===== config.mk =====
export PLATFORM = sky130hd
export DESIGN_NAME = l5_ram_sync
export DESIGN_NICKNAME = d
export VERILOG_FILES = /design/src/rtl/l5_ram_sync.sv
export SDC_FILE = /design/constraint.sdc
export NUM_CORES = 1
export LEC_CHECK = 0
export ABC_AREA = 1
export BUFFER_PORTS_ARGS = -buffer_cell sky130_fd_sc_hd__buf_2
export CORE_AREA = 2 2 175 246
export CTS_BUF_LIST = sky130_fd_sc_hd__clkbuf_8 sky130_fd_sc_hd__clkbuf_16
export DETAILED_ROUTE_END_ITERATION = 10
export DIE_AREA = 0 0 177 248
export GPL_ROUTABILITY_DRIVEN = 1
export PLACE_DENSITY = 0.69
export SETUP_SLACK_MARGIN = 0.02
export SYNTH_ARGS = -nofsm -noshare
export SYNTH_HDL_FRONTEND = slang
export SYNTH_SLANG_ARGS = --single-unit

===== constraint.sdc =====
create_clock -name clk -period 4 [get_ports clk]
set_input_delay 0.2 -clock clk [delete_from_list [all_inputs] [get_ports clk]]
set_output_delay 0.2 -clock clk [all_outputs]
set_load 0.02 [all_outputs]

===== src/rtl/l5_ram_sync.sv =====
// rtl/l5_ram_sync.sv - parametrised single-port RAM with clear engine and registered reads
module l5_ram_sync #(
  parameter int DATA_W = 8,
  parameter int ADDR_W = 6
) (
  input  logic              clk,
  input  logic              rst_n,
  input  logic              cs,
  input  logic              we,
  input  logic              oe,
  input  logic [ADDR_W-1:0] a,
  input  logic [DATA_W-1:0] di,
  output logic [DATA_W-1:0] dout,
  output logic              rd_valid,
  output logic              busy
);

  localparam int DEPTH = 2 ** ADDR_W;
  localparam logic [ADDR_W-1:0] LAST_ADDR = ADDR_W'(DEPTH - 1);

  typedef enum logic {
    CLEAR = 1'b0,
    READY = 1'b1
  } state_e;

  state_e              state_q, state_d;
  logic [ADDR_W-1:0]   clr_ptr_q, clr_ptr_d;
  logic [DATA_W-1:0]   rdata_q, rdata_d;
  logic                rd_valid_q, rd_valid_d;
  logic                busy_q, busy_d;

  logic [DATA_W-1:0]   mem_q [DEPTH];
  logic                mem_we;
  logic [ADDR_W-1:0]   mem_waddr;
  logic [DATA_W-1:0]   mem_wdata;

  logic                acc_rd;
  logic                acc_wr;

  assign acc_rd = (state_q == READY) && cs && !we;
  assign acc_wr = (state_q == READY) && cs && we;

  // Next-state for the clear FSM, read register and status flags
  always_comb begin
    state_d    = state_q;
    clr_ptr_d  = clr_ptr_q;
    rdata_d    = rdata_q;
    rd_valid_d = 1'b0;
    busy_d     = busy_q;
    if (state_q == CLEAR) begin
      clr_ptr_d = clr_ptr_q + 1'b1;
      if (clr_ptr_q == LAST_ADDR) begin
        state_d = READY;
        busy_d  = 1'b0;
      end
    end else if (acc_rd) begin
      rdata_d    = mem_q[a];
      rd_valid_d = 1'b1;
    end
  end

  // Memory write port: clear engine owns it while clearing, requester afterwards.
  // Gated by rst_n so nothing is written on an edge that coincides with reset.
  always_comb begin
    mem_we    = 1'b0;
    mem_waddr = a;
    mem_wdata = di;
    if (state_q == CLEAR) begin
      mem_we    = rst_n;
      mem_waddr = clr_ptr_q;
      mem_wdata = '0;
    end else if (acc_wr) begin
      mem_we    = rst_n;
    end
  end

  // FSM and registered outputs; reset restarts the clear from word 0
  always_ff @(posedge clk or negedge rst_n) begin
    if (!rst_n) begin
      state_q    <= CLEAR;
      clr_ptr_q  <= '0;
      rdata_q    <= '0;
      rd_valid_q <= 1'b0;
      busy_q     <= 1'b1;
    end else begin
      state_q    <= state_d;
      clr_ptr_q  <= clr_ptr_d;
      rdata_q    <= rdata_d;
      rd_valid_q <= rd_valid_d;
      busy_q     <= busy_d;
    end
  end

  // Storage array, no reset: contents are defined only by the clear engine
  always_ff @(posedge clk) begin
    if (mem_we) begin
      mem_q[mem_waddr] <= mem_wdata;
    end
  end

  assign dout     = oe ? rdata_q : '0;
  assign rd_valid = rd_valid_q;
  assign busy     = busy_q;

endmodule


Word-level counts from Yosys, hierarchy flattened --
Memories as Yosys holds them, arrays and structs flattened. A register that Yosys moved wholly into a read port is not among the register bits. Cells that the tools add are included.
Storage, ports and cells: input port bits 19, memories 1, memory bits (read-only) 0, bits in registers 9, output and inout port bits 10, logic and storage cells 26, bits in latches 0, RAM bits 512
Memory list:
- mem_q | words 64, width 8, read ports 1, clocked after Yosys merged registers in 1, wr ports 1, line 32 | logic [DATA_W-1:0] mem_q [DEPTH];
Cells by class: bitwise gates (word level) 1, reduce and logical (&&, ||, !) cells 7, multipliers 0, $add $sub $neg 1, muxes and demuxes 11, eq/ne operators 1, div/mod/pow operators 0, shift-type cells 0, magnitude comparators 0
Operators by type and width (number):
- 8-bit two-way mux | 2
- 1-bit two-way mux | 8
- 6-bit by 1-bit adder with 6-bit output (second input constant) | 1
- 6-bit == test (second input constant) | 1
- 6-bit two-way mux | 1
- 2-bit AND reduction | 2
- 1-bit logical AND | 3
- 1-bit zero test | 2
- 1-bit NOT | 1

Logic depth before layout (Yosys ltp) --
depth after elaboration 6, gate-level depth with buffers 14, gate-level depth less buffers 11

Worst setup path after synthesis --
No wires, ideal clock.
path type reg-to-reg, start point reg state_q, end point mem mem_q[12][0], enable pin, library setup time 0.370 ns, clock period less this slack 1.999 ns, arrival time 1.628 ns, buffers on the path 1, data required time 3.630 ns, setup slack 2.001 ns, cell stages (with the launch flop) 7, cell sequence dfrtp_1 buf_6 nor2_1 a21oi_4 inv_1 nand4_2 nor2_1
Between the ends: longest elaborated chain between the ends 6
RTL lines:
- start, declared | line 26 | state_e state_q, state_d;
- start signal, assigned | line 86 | state_q <= state_d;
- 1-bit logical AND (2 in a row) | line 41 | assign acc_wr = (state_q == READY) && cs && we;
- 1-bit two-way mux | line 72 | end else if (acc_wr) begin
- 1-bit two-way mux | line 68 | if (state_q == CLEAR) begin
- 1-bit two-way mux | line 96 | if (mem_we) begin
- 1-bit two-way mux (implied by the code) | line 97 | mem_q[mem_waddr] <= mem_wdata;
- end, declared | line 32
Several ways; a longest one is shown, not always the timed one.

Worst setup path in the final report --
start point reg state_q, end point mem mem_q[2][0], enable pin
The elaborated chain is that of the path after synthesis.

==> results by group <==
Run status
  – Status: completed

Setup path
  – Critical Path RT: 4200 ps
  – Worst path max stage delay: 1000 ps
  – Critical-path cell list: nor2_1 > a21oi_2 > nand4_2 > nor2_1
  – Crit Path Class: reg2reg
  – Critical Path Most Common Cell: nor2_1
  – CP endpoint kind: flop
  – Crit Reg-Reg Startpoint: state_q
  – Crit. Startpoint: state_q
  – CP startpoint kind: flop
  – Critical Path Slowest Stage Cell: dfrtp_1
  – Crit path arrival time: 3560 ps
  – Max FO, Critical Path: 24

Drt
  – Drt first-iter violations: 1,686
  – Final WL: roughly 54 mm
  – DR vias: 14,190
  – Via/cell ratio: ~5.8
  – WL/cell: around 22 um
  – DRC Markers: 0
  – Antenna-violating nets left: 0
  – Drt first pass iters: 6

Logic synthesis
  – Area fraction of the dominant cell type after synthesis: between 70% and 80%
  – Sequential element share of the synthesized area: 72.02%
  – Ys Warns: 0
  – Top-count cell post-synth: nand2_1
  – Post-synth top cells: nand2_1, edfxtp_1, nand3_1
  – Post-synthesis cell type count: 25
  – Cells after synthesis: 1,879
  – Area leader, netlist: edfxtp_1
  – Cell area after synthesis: roughly 22,000 um2
  – Synthesized area per cell: 11.68 um2
  – Syn nets: roughly 1,900
  – Synth area leaders: edfxtp_1, nand2_1, nand3_1, dfrtp_1, buf_6
  – Main synth FF type: edfxtp_1
  – Number of synthesized flops with an enable pin: 512
  – Yosys reg bits: ~530
  – Fraction of registers with async set or reset after synthesis: 3.214%

STA
  – Slew Limit Fails: 0
  – Layout Skew: 25.17 ps
  – Fmax achieved: between 0.2 and 0.3 GHz
  – Final setup TNS: 0 ps
  – Slew margin rel.: 17.37%
  – Final Hold Vio Count: 0
  – RSZ-0062 raised after global routing: false
  – Fin Hold WS: 54.13 ps
  – Slew at the pin with the worst max-slew slack: 1239 ps
  – Worst setup margin: 636.1 ps
  – Setup violations, final: 0
  – Final Cycle Share: 84.10%
  – Tmin final: around 3400 ps

Global route
  – Met3 Resource Use GR: 2.911%
  – Global-route wire length before repair: 80.34 mm
  – Largest net degree at the start of global routing: 257
  – Grt total ovfl: 0
  – Initial antenna violation count: 2
  – Grt peak-use layer: met2
  – Total GRT Usage: about a quarter
  – Met1 Use GR: 29.61%
  – M2 GR Usage: between 40% and 50%
  – Vias in the first global route: approximately 14,000

Clock tree
  – TritonCTS clock tree: built
  – Post-CTS Setup Bufs: 0
  – CTS Sinks: 529
  – CTS Buf Count: 46
  – CTS H-tree depth: 2
  – Root buffer cell: clkbuf_16
  – Cts repair resizes: 0
  – Later-pin clock latency in the skew report: 580 ps
  – Worst-path clk slew: 70 ps
  – CTS Buffer Depth: 3

Run
  – Max_cap viols: 0

Placement
  – HPWL after detailed placement: between 30 and 40 mm
  – Port Buf Inserts: 28
  – GP Congestion: 0.9603
  – Setup WS pre-CTS: 703.7 ps
  – Cell area after placement: approximately 22,000 um2

Final layout
  – Layout cells sized above 1: just under 8%
  – Post-route cell area: 23,800 um2
  – Final Util: a little under three fifths
  – Synth-to-layout area growth: 8.468%
  – Fillers: 3,335
  – Nets: ~1,900

Hold path
  – Hold crit path type: in2reg
  – Hold Startpoint: cs

Floorplan
  – Die span in y: 248 um
  – Io pins: 29
  – Initial Util: 52.54%
  – Row count: 89
  – Die Area: 43,900 um2
  – Die Span X: 177 um
  – Core area: 41,760 um2

Power and ir drop
  – Max VDD drop: around 0.37 mV
  – Leakage power: 8.375 nW
  – Power Dens Cells: 464.0 nW/um2
[flip-flops by register name (all words and copies together), names as in the netlist]
| signal | flops |
|---|---|
| state_q | 1 |
| rdata_q | 8 |
| rd_valid | 1 |
| mem_q | 512 |
| clr_ptr_q | 6 |
| busy | 1 |
[metrics by stage]
stage                     instances  power (mW)
after CTS                      2449       11.09
after global placement         2362       6.663
after floorplan                1879       6.528
after global routing           2450       11.39
after detailed placement       2362       6.670
final                          2450       11.04
[where the power goes]
group / internal [mW] / switching, mW / total [mW]
clock: 2.56 / 1.92 / 4.48
combinational: 0.164 / 0.412 / 0.576
sequential: 5.98 / 0.00256 / 5.99
[final cells by class]
class / count / area, um2 / share of cell area, %
inverters: 36 / 152.6 / 0.6414
flip-flops and latches: 529 / 15800 / 66.39
repair buffers: 51 / 339.1 / 1.425
clock buffers: 48 / 1190 / 5.000
clock inverters: 37 / 360.3 / 1.514
diodes: 1 / 2.502 / 0.01051
multi-input cells: 1202 / 5270 / 22.14
well taps: 546 / 683.2 / 2.871
[cells by family after synthesis]
kind of cell             share of synthesized area, %
XOR/XNOR                                       0.1996
buffers and inverters                           3.963
adder cells (fa/ha/maj)                       0.05702
flip-flops                                      72.02
AO/OA/AOI/OAI                                  0.4163
AND/OR/NAND/NOR                                 23.35
[final timing paths]
check	end	cells past startpoint	slack (ps)
max	mem_q[2][0]	4	640
min	rd_valid	3	50
max reg2reg	mem_q[2][0]	4	640
min reg2reg	busy	2	490
max in group asynchronous	busy	2	3590
min in group asynchronous	clr_ptr_q[1]	2	90
[worst max-delay path, delay by kind of cell, from the launching register on]
family	cells	cell delay (ps)
and+or+nand+nor	3	1650
DFF	1	1000
AOI/OAI and AO/OA	1	340
[timing repair]
item / in CTS / in global routing
hold buffers: 2 / 0
hold endpoints to repair: 26 / 0
setup endpoints to repair: 0 / 0
[cell usage in the layout, fill, tap and decap left out, types with 2 or more instances in the layout]
| master | count |
|---|---|
| clkinv_1 | 10 |
| dlygate4sd3_1 | 2 |
| inv_6 | 5 |
| bufinv_16 | 6 |
| buf_2 | 26 |
| nand3_1 | 468 |
| inv_4 | 2 |
| clkbuf_16 | 47 |
| o21ai_2 | 4 |
| a21oi_4 | 2 |
| edfxtp_1 | 512 |
| clkinv_2 | 14 |
| o21ai_0 | 3 |
| xnor2_1 | 3 |
| clkinv_4 | 2 |
| nand4_2 | 8 |
| dfrtp_1 | 16 |
| buf_4 | 21 |
| inv_1 | 26 |
| inv_2 | 4 |
| xor2_1 | 2 |
| clkinvlp_4 | 3 |
| nand2_1 | 638 |
| nor2_1 | 70 |
[metal layers]
layer	part of all wire [%]	up-vias
met4	6.1	2
met2	51	657
met1	36	6800
met3	6.7	177
li1	-	6551
met5	0.020	-
Power figures use the tool's default switching activity.
